--- src/rtl/rl_pkg.sv ---
`default_nettype none
// ============================================================================
// Module   : rl_pkg
// Brief    : Shared widths, action codes, FSM encoding and reward type for the
//            Q-learning episode sequencer.
// Revision : 1.0
// ============================================================================
package rl_pkg;

   localparam int STATE_W = 6;
   localparam int ACT_W   = 4;

   localparam logic [ACT_W-1:0] ACT_0 = 4'b0000;
   localparam logic [ACT_W-1:0] ACT_1 = 4'b0001;
   localparam logic [ACT_W-1:0] ACT_2 = 4'b0010;
   localparam logic [ACT_W-1:0] ACT_3 = 4'b0011;

   typedef enum logic [2:0] {
      ST_IDLE   = 3'd0,
      ST_INIT   = 3'd1,
      ST_SELECT = 3'd2,
      ST_MOVE   = 3'd3,
      ST_UPDATE = 3'd4,
      ST_DONE   = 3'd5
   } rl_state_t;

   typedef logic signed [7:0] reward_t;

endpackage : rl_pkg
`default_nettype wire

--- src/rtl/rl_lfsr16.sv ---
`default_nettype none
// ============================================================================
// Module   : rl_lfsr16
// Brief    : 16-bit Fibonacci LFSR (taps 16,14,13,11), free-running every
//            cycle, reloaded with SEED on reset.
// Revision : 1.0
// ============================================================================
module rl_lfsr16 #(
   parameter int          OUT_W = 16,
   parameter logic [15:0] SEED  = 16'hACE1
) (
   input  logic             clk,
   input  logic             rst_n,
   output logic [OUT_W-1:0] o_value
);

   logic [15:0] r_lfsr;
   logic        w_feedback;

   // Right-shifting form: feedback enters at the MSB.
   assign w_feedback = r_lfsr[0] ^ r_lfsr[2] ^ r_lfsr[3] ^ r_lfsr[5];

   always_ff @(posedge clk) begin
      if (!rst_n) begin
         r_lfsr <= SEED;
      end else begin
         r_lfsr <= {w_feedback, r_lfsr[15:1]};
      end
   end

   assign o_value = r_lfsr[OUT_W-1:0];

endmodule : rl_lfsr16
`default_nettype wire

--- src/rtl/rl_episode_ctrl.sv ---
`default_nettype none
// ============================================================================
// Module   : rl_episode_ctrl
// Brief    : Episode sequencer: query greedy action, step the grid, hand the
//            (s,a,s',r) transition to the Q-update block. Optional epsilon-
//            greedy exploration enabled by macro EPS_GREEDY_EN.
// Revision : 1.0
// ============================================================================
module rl_episode_ctrl
   import rl_pkg::*;
#(
   parameter logic [STATE_W-1:0] START_STATE  = 6'd8,
   parameter logic [STATE_W-1:0] GOAL_STATE   = 6'd63,
   parameter int unsigned        MAX_STEPS    = 64,
   parameter int unsigned        NUM_EPISODES = 16,
`ifdef EPS_GREEDY_EN
   parameter logic [7:0]         EPSILON      = 8'd26,
`endif
   parameter reward_t            REWARD_GOAL  = 8'sd100,
   parameter reward_t            REWARD_WALL  = -8'sd10,
   parameter reward_t            REWARD_STEP  = -8'sd1
) (
   input  logic               clk,
   input  logic               rst_n,
   input  logic               start,
   output logic               q_req,
   output logic [STATE_W-1:0] q_state,
   input  logic               q_ack,
   input  logic [ACT_W-1:0]   q_best_action,
   output logic [STATE_W-1:0] ns_state,
   output logic [ACT_W-1:0]   ns_action,
   input  logic [STATE_W-1:0] ns_next,
   output logic               upd_req,
   output logic [STATE_W-1:0] upd_s,
   output logic [ACT_W-1:0]   upd_a,
   output logic [STATE_W-1:0] upd_s_next,
   output reward_t            upd_reward,
   input  logic               upd_ack,
   output logic [7:0]         step_cnt,
   output logic [7:0]         episode_cnt,
   output logic               episode_done,
   output logic               train_done
);

   localparam logic [7:0] c_max_steps    = 8'(MAX_STEPS);
   localparam logic [7:0] c_num_episodes = 8'(NUM_EPISODES);

   rl_state_t          r_state;
   logic [STATE_W-1:0] r_cur_state;
   logic [ACT_W-1:0]   r_action;
   logic [ACT_W-1:0]   w_sel_action;
   logic [7:0]         w_step_inc;
   logic [7:0]         w_ep_inc;
   reward_t            w_reward;

`ifdef EPS_GREEDY_EN
   logic [9:0] w_lfsr;

   rl_lfsr16 #(
      .OUT_W (10),
      .SEED  (16'hACE1)
   ) u_lfsr (
      .clk     (clk),
      .rst_n   (rst_n),
      .o_value (w_lfsr)
   );

   assign w_sel_action = (w_lfsr[7:0] < EPSILON) ? {2'b00, w_lfsr[9:8]} : q_best_action;
`else
   assign w_sel_action = q_best_action;
`endif

   assign q_state    = r_cur_state;
   assign ns_state   = r_cur_state;
   assign ns_action  = r_action;
   assign w_step_inc = step_cnt + 8'd1;
   assign w_ep_inc   = (episode_cnt == 8'hFF) ? 8'hFF : episode_cnt + 8'd1;

   // Goal outranks a wall bump when both compare equal.
   always_comb begin
      w_reward = REWARD_STEP;
      if (ns_next == GOAL_STATE) begin
         w_reward = REWARD_GOAL;
      end else if (ns_next == r_cur_state) begin
         w_reward = REWARD_WALL;
      end
   end

   always_ff @(posedge clk) begin
      if (!rst_n) begin
         r_state      <= ST_IDLE;
         r_cur_state  <= START_STATE;
         r_action     <= ACT_0;
         q_req        <= 1'b0;
         upd_req      <= 1'b0;
         upd_s        <= '0;
         upd_a        <= '0;
         upd_s_next   <= '0;
         upd_reward   <= '0;
         step_cnt     <= '0;
         episode_cnt  <= '0;
         episode_done <= 1'b0;
         train_done   <= 1'b0;
      end else begin
         case (r_state)
            ST_IDLE: begin
               if (start) begin
                  episode_cnt <= '0;
                  train_done  <= 1'b0;
                  r_state     <= ST_INIT;
               end
            end
            ST_INIT: begin
               r_cur_state <= START_STATE;
               step_cnt    <= '0;
               q_req       <= 1'b1;
               r_state     <= ST_SELECT;
            end
            ST_SELECT: begin
               if (q_ack) begin
                  r_action <= w_sel_action;
                  q_req    <= 1'b0;
                  r_state  <= ST_MOVE;
               end
            end
            ST_MOVE: begin
               upd_s      <= r_cur_state;
               upd_a      <= r_action;
               upd_s_next <= ns_next;
               upd_reward <= w_reward;
               upd_req    <= 1'b1;
               r_state    <= ST_UPDATE;
            end
            ST_UPDATE: begin
               if (upd_ack) begin
                  upd_req     <= 1'b0;
                  r_cur_state <= upd_s_next;
                  step_cnt    <= w_step_inc;
                  if ((upd_s_next == GOAL_STATE) || (w_step_inc == c_max_steps)) begin
                     episode_done <= 1'b1;
                     r_state      <= ST_DONE;
                  end else begin
                     q_req   <= 1'b1;
                     r_state <= ST_SELECT;
                  end
               end
            end
            ST_DONE: begin
               episode_done <= 1'b0;
               episode_cnt  <= w_ep_inc;
               if (w_ep_inc == c_num_episodes) begin
                  train_done <= 1'b1;
                  r_state    <= ST_IDLE;
               end else begin
                  step_cnt <= '0;
                  r_state  <= ST_INIT;
               end
            end
            default: begin
               r_state <= ST_IDLE;
            end
         endcase
      end
   end

endmodule : rl_episode_ctrl
`default_nettype wire

--- config.mk ---
export PLATFORM = sky130hd
export DESIGN_NAME = rl_episode_ctrl
export DESIGN_NICKNAME = d
export VERILOG_FILES = /design/src/rtl/rl_pkg.sv /design/src/rtl/rl_lfsr16.sv /design/src/rtl/rl_episode_ctrl.sv
export SDC_FILE = /design/constraint.sdc
export NUM_CORES = 1
export LEC_CHECK = 0
export CAP_MARGIN = 15
export CORE_AREA = 2 2 72 101
export DETAILED_ROUTE_END_ITERATION = 8
export DIE_AREA = 0 0 74 103
export GPL_ROUTABILITY_DRIVEN = 1
export PLACE_DENSITY = 0.67
export SKIP_LAST_GASP = 1
export SYNTH_ARGS = -nofsm -noshare
export SYNTH_HDL_FRONTEND = slang
export SYNTH_SLANG_ARGS = --single-unit
--- constraint.sdc ---
create_clock -name clk -period 2.2 [get_ports clk]
set_clock_uncertainty 0.15 [all_clocks]
set_input_delay 0.44 -clock clk [delete_from_list [all_inputs] [get_ports clk]]
set_output_delay 0.44 -clock clk [all_outputs]
set_load 0.02 [all_outputs]
======== After elaboration in Yosys (flattened, before gate mapping) ========
Index checks and enable logic that the tools add are counted.
storage, ports and cells
  register bits after elaboration ......... 57
  input bits .............................. 15
  output and inout port bits .............. 60
  logic and storage cells ................. 78
operators by class
  $add $sub $neg .......................... 2
  eq/ne operators ......................... 18
  mux-type cells .......................... 28
  reductions and logical operators ........ 17
operator list
  cell                 number
  $mux 8               5
  $pmux 8 s3           1
  $pmux 3 s6           1
  $add 8x1->8 const B  2
  $pmux 8 s2           1
  $ne 2x2->1 const B   7
  $eq 6x6->1 const B   2
  $mux 3               4
  $pmux 6 s2           1
  $reduce_and 3->1     4
  $mux 1               9
  $eq 8x5->1 const B   1
  $eq 8x7->1 const B   1
  $eq 8x8->1 const B   1
  $reduce_and 2->1     4
  $reduce_bool 2->1    4
  $eq 3x2->1 const B   2
  $eq 3x3->1 const B   2
  $eq 6x6->1           1
  $mux 6               1
  $pmux 1 s2           3
  $reduce_bool 3->1    2
  $mux 4               1
  $reduce_and 4->1     1
  other kinds (4)      4

======== Logic depth before layout (Yosys ltp) ========
  word-level depth ........................ 6
  mapped depth ............................ 7
  depth with buffers taken out ............ 6

======== Worst setup path after synthesis ========
Ideal clock, no wire load.
  path type ............................... flip-flop to flip-flop
  start point ............................. register step_cnt[0]
  end point ............................... register r_state[1]
  library setup time ...................... 0.115 ns
  arrival time ............................ 1.635 ns
  required time ........................... 1.935 ns
  path slack .............................. 0.300 ns
  stages on the path, launching flop included .. 6
  path buffers ............................ 0
  clock period less this slack ............ 1.900 ns
  cell sequence ........................... dfxtp_1 > and3_4 > nand4b_1 > a2111o_1 > and3_4 > o21a_1
between the ends
  longest elaborated chain between the ends .. 6
RTL lines
  element                 RTL line                text
  from (decl)             rl_episode_ctrl.sv:39   output logic [7:0] step_cnt,
  from (signal assigned)  rl_episode_ctrl.sv:138  step_cnt <= w_step_inc;
  $add 8x1->8             rl_episode_ctrl.sv:76   assign w_step_inc = step_cnt + 8'd1;
  $eq 8x7->1              rl_episode_ctrl.sv:139  if ((upd_s_next == GOAL_STATE) || (w_step_inc == c_max_steps)) begin
  $logic_or 1x1->1        rl_episode_ctrl.sv:139
  $mux 3                  rl_episode_ctrl.sv:139
  $mux 3                  rl_episode_ctrl.sv:135  if (upd_ack) begin
  $pmux 3 s6              rl_episode_ctrl.sv:105  case (r_state)
  to (signal assigned)    rl_episode_ctrl.sv:110  r_state <= ST_INIT;
  to (signal assigned)    rl_episode_ctrl.sv:141  r_state <= ST_DONE;
  to (signal assigned)    rl_episode_ctrl.sv:144  r_state <= ST_SELECT;
  to (decl)               rl_episode_ctrl.sv:48   rl_state_t r_state;
No other way between the ends. The select of a mux whose other input is x is not followed.
A chain may end at the register's enable or synchronous reset.

======== Worst setup path in the final report ========
  start point ............................. register step_cnt[3]
  end point ............................... output port step_cnt[3]
No word-level cell between the ends.

==> out/metrics.csv <==
stage,metric,value,unit
cts,clock latency on the worst-skew pair,0.31,ns
synth,Synth Register Bits,52,
floorplan,Starting Density,0.3825,
run_status,status,completed,
floorplan,Die Width,74,um
floorplan,number of I/O pins,75,
placed_design,GP Congestion,0.8593,
placed_design,area of placed instances,3456,sq um
drt,Total Wirelength,7042,um
worst_setup_path,crit path kind,flip-flop to output port,
pwr,Sw Share,0.2709,
cts,Clock Tree Buf Depth,2,
final_layout,Final Net Count,419,
sta,fin crit share,0.9451,
cts,CTS tree,done,
synth,Synth top area share,0.4002,
final_layout,ANT cells,0,
cts,Resized Gates After CTS,0,
cts,Clock Root Buffer,clkbuf_8,
drt,TritonRoute pass-1 iters,4,
cts,clock sink total,52,
sta,RSZ-0062 raised after global routing,false,
worst_setup_path,reg2reg end,step_cnt[1],
cts,H-tree depth,2,
synth,post-synthesis sequential area ratio,0.4002,
worst_setup_path,RR Startpoint,episode_cnt[1],
synth,Netlist cell types,50,
worst_setup_path,Critical Path End Type,output port,
cts,Worst-path clk slew,0.10,ns
sta,Final Max Tran Viols,0,
grt,gr usage total,0.1888,
pwr,Power Internal,1.296,mW
sta,final setup vio count,0,
final_layout,"Design Area, Final",3547,sq um
pwr,power per cell area,500.9,nW/um^2
drt,Routed Antenna Nets,0,
synth,YS warnings,0,
sta,"Hold Vio Cnt, Final",0,
worst_setup_path,Slowest cell on crit path,clkdlybuf4s50_1,
drt,number of vias per cell,5.225,
sta,fmax,480.9,MHz
min_path,hold depth,2,
worst_setup_path,crit path buf inv count,2,
placed_design,port bufs,74,
placed_design,post-DP HPWL,5117,um
final_layout,Layout area overhead,36.36,%
worst_setup_path,flop2flop setup slack,0.21,ns
final_layout,"commonest non-fill, non-tap cell in the layout",clkdlybuf4s50_1,
min_path,hold_sp,upd_s[1],
worst_setup_path,Arrival @ worst endpoint,1.49,ns
min_path,Min-Delay Path Class,flip-flop to flip-flop,
worst_setup_path,cell family with most CP delay,buffers and inverters,
synth,"EDFF count, synth",0,
grt,gr ovfl total,0,
pwr,Reg power frac,0.552,
final_layout,multi-input logic area,1385,sq um
drt,initial DRC count,140,
final_layout,Seq. cell area,1041,sq um
synth,ys flop type,dfxtp_1,
grt,largest net degree at the start of global routing,40,
synth,Yosys top cell by area,dfxtp_1,
worst_setup_path,"slowest stage delay, CP",0.60,ns
synth,Mapped Avg Cell Area,7.859,sq um
final_layout,layout cells sized above 1,0.08685,
floorplan,Site Rows,36,
synth,post-synthesis cell count,331,
worst_setup_path,startpoint types,flip-flop,
drt,Via Count,2602,
drt,# DRC,0,
worst_setup_path,CP cell instances,buf_4 -> clkdlybuf4s50_1,
flow_run,Max-Cap Viols,0,
synth,Area contributors post-synth,"dfxtp_1 (40%), nand2_1 (8.7%), a21oi_1 (7.9%)",
final_layout,most frequent cells in the layout,"clkdlybuf4s50_1 (74), nand2_1 (60), dfxtp_1 (52), a21oi_1 (41), nor2_1 (23)",
synth,Async SR Flop Fraction,0,
sta,Worst Max-Slew Pin Slew,0.4607,ns
grt,first-pass GRT wire length,11340,um
worst_setup_path,"critical path fanouts, max",6,
cts,total CTS buffers,5,
pwr,switching power,0.4813,mW
final_layout,Filler cells,670,
floorplan,die area,7622,sq um
worst_setup_path,R2R cell count,5,
sta,min Tclk post-route,2.079,ns
sta,Slew headroom,0.6925,
grt,antenna violations before repair,0,
pwr,clock share of power,0.317,
cts,Post-CTS Hold Buffers,0,
worst_setup_path,Required @ worst endpoint,1.61,ns
drt,Avg WL per Cell,14.14,um
synth,Mapped Nets,348,
final_layout,Final Core Density,0.5215,
pwr,Comb power frac,0.131,
synth,mapped cell area,2601,sq um
cts,Post-CTS Setup Bufs,0,
min_path,Min-Delay Endpoint,upd_s[1],
floorplan,Chip Height,103,um
pwr,P_leak,1.185,nW
floorplan,core area,6802,sq um
pwr,Worst IR Drop VDD,0.3317,mV
sta,WHS,0.3102,ns
grt,vias in the first global route,2417,
sta,Fin Setup TNS,0,ns
cells by family after synthesis:
group / Yosys count / synth area share
and+or+nand+nor: 138 / 0.2622
AOI/OAI and AO/OA: 89 / 0.2030
DFF: 52 / 0.4002
buffers and inverters: 34 / 0.06734
xor gates and xnor gates: 9 / 0.03030
muxes: 7 / 0.02742
adders and majority gates: 2 / 0.009618
layout make-up:
type / count / area share
Sequential cell: 52 / 0.2935
Timing Repair Buffer: 92 / 0.2504
Clock inverter: 3 / 0.006349
Inverter: 6 / 0.006349
Tap cell: 95 / 0.03351
Multi-Input combinational cell: 245 / 0.3905
Clock buffer: 5 / 0.01940
flip-flops by register name, summed over array words and instances, names as in the netlist:
name	count
episode_cnt	8
episode_done	1
ns_action	4
ns_state	6
q_req	1
r_state	3
step_cnt	8
train_done	1
upd_a	4
upd_req	1
upd_reward	3
upd_s	6
upd_s_next	6
tightest hold or removal path, cell delays in order (launching register included):
cell     delay [ns]
dfxtp_1        0.32
nand2_1        0.05
a21oi_1        0.05
layer usage:
layer / global-route usage / part of all wire
met1: 0.2112 / 0.41
met5: 0 / 0
met3: 0.03128 / 0.043
met2: 0.3434 / 0.53
met4: 0.08531 / 0.024
synthesized netlist by cell type (5+ instances only):
master	n
a21oi_1	41
buf_2	5
buf_4	11
clkbuf_1	12
dfxtp_1	52
inv_1	6
mux2i_1	6
nand2_1	60
nand2b_1	8
nand3_1	13
nand4_1	7
nor2_1	23
o21ai_0	22
xor2_1	5
how the worst max path moves through the flow:
stage                 from              to  slack (ns)  depth (start not counted)
2_1_floorplan  step_cnt[0]      r_state[1]        0.30                          5
3_3_place_gp         start  episode_cnt[4]        0.04                          6
3_5_place_dp         start  episode_cnt[4]        0.05                          6
4_1_cts        step_cnt[3]     step_cnt[3]         0.1                          2
5_1_grt        step_cnt[5]     step_cnt[5]        0.07                          1
6_report       step_cnt[3]     step_cnt[3]        0.12                          2
per-stage QoR:
stage / total power, mW / cells / setup WS, ns
2_1_floorplan: 1.130 / 331 / 0.3001
6_report: 1.777 / 498 / 0.1207
3_5_place_dp: 1.235 / 490 / 0.05448
3_3_place_gp: 1.234 / 490 / 0.04467
4_1_cts: 1.801 / 498 / 0.09788
5_1_grt: 1.866 / 498 / 0.07316
power groups by stage:
stage / registers, mW / clock network [mW] / logic [mW]
floorplan: 1.00 / 0 / 0.125
global placement: 1.00 / 0 / 0.232
detailed placement: 1.00 / 0 / 0.233
CTS: 0.981 / 0.587 / 0.233
global route: 0.985 / 0.625 / 0.256
finish: 0.981 / 0.564 / 0.233
No activity file was read; power rests on OpenSTA's default activity.
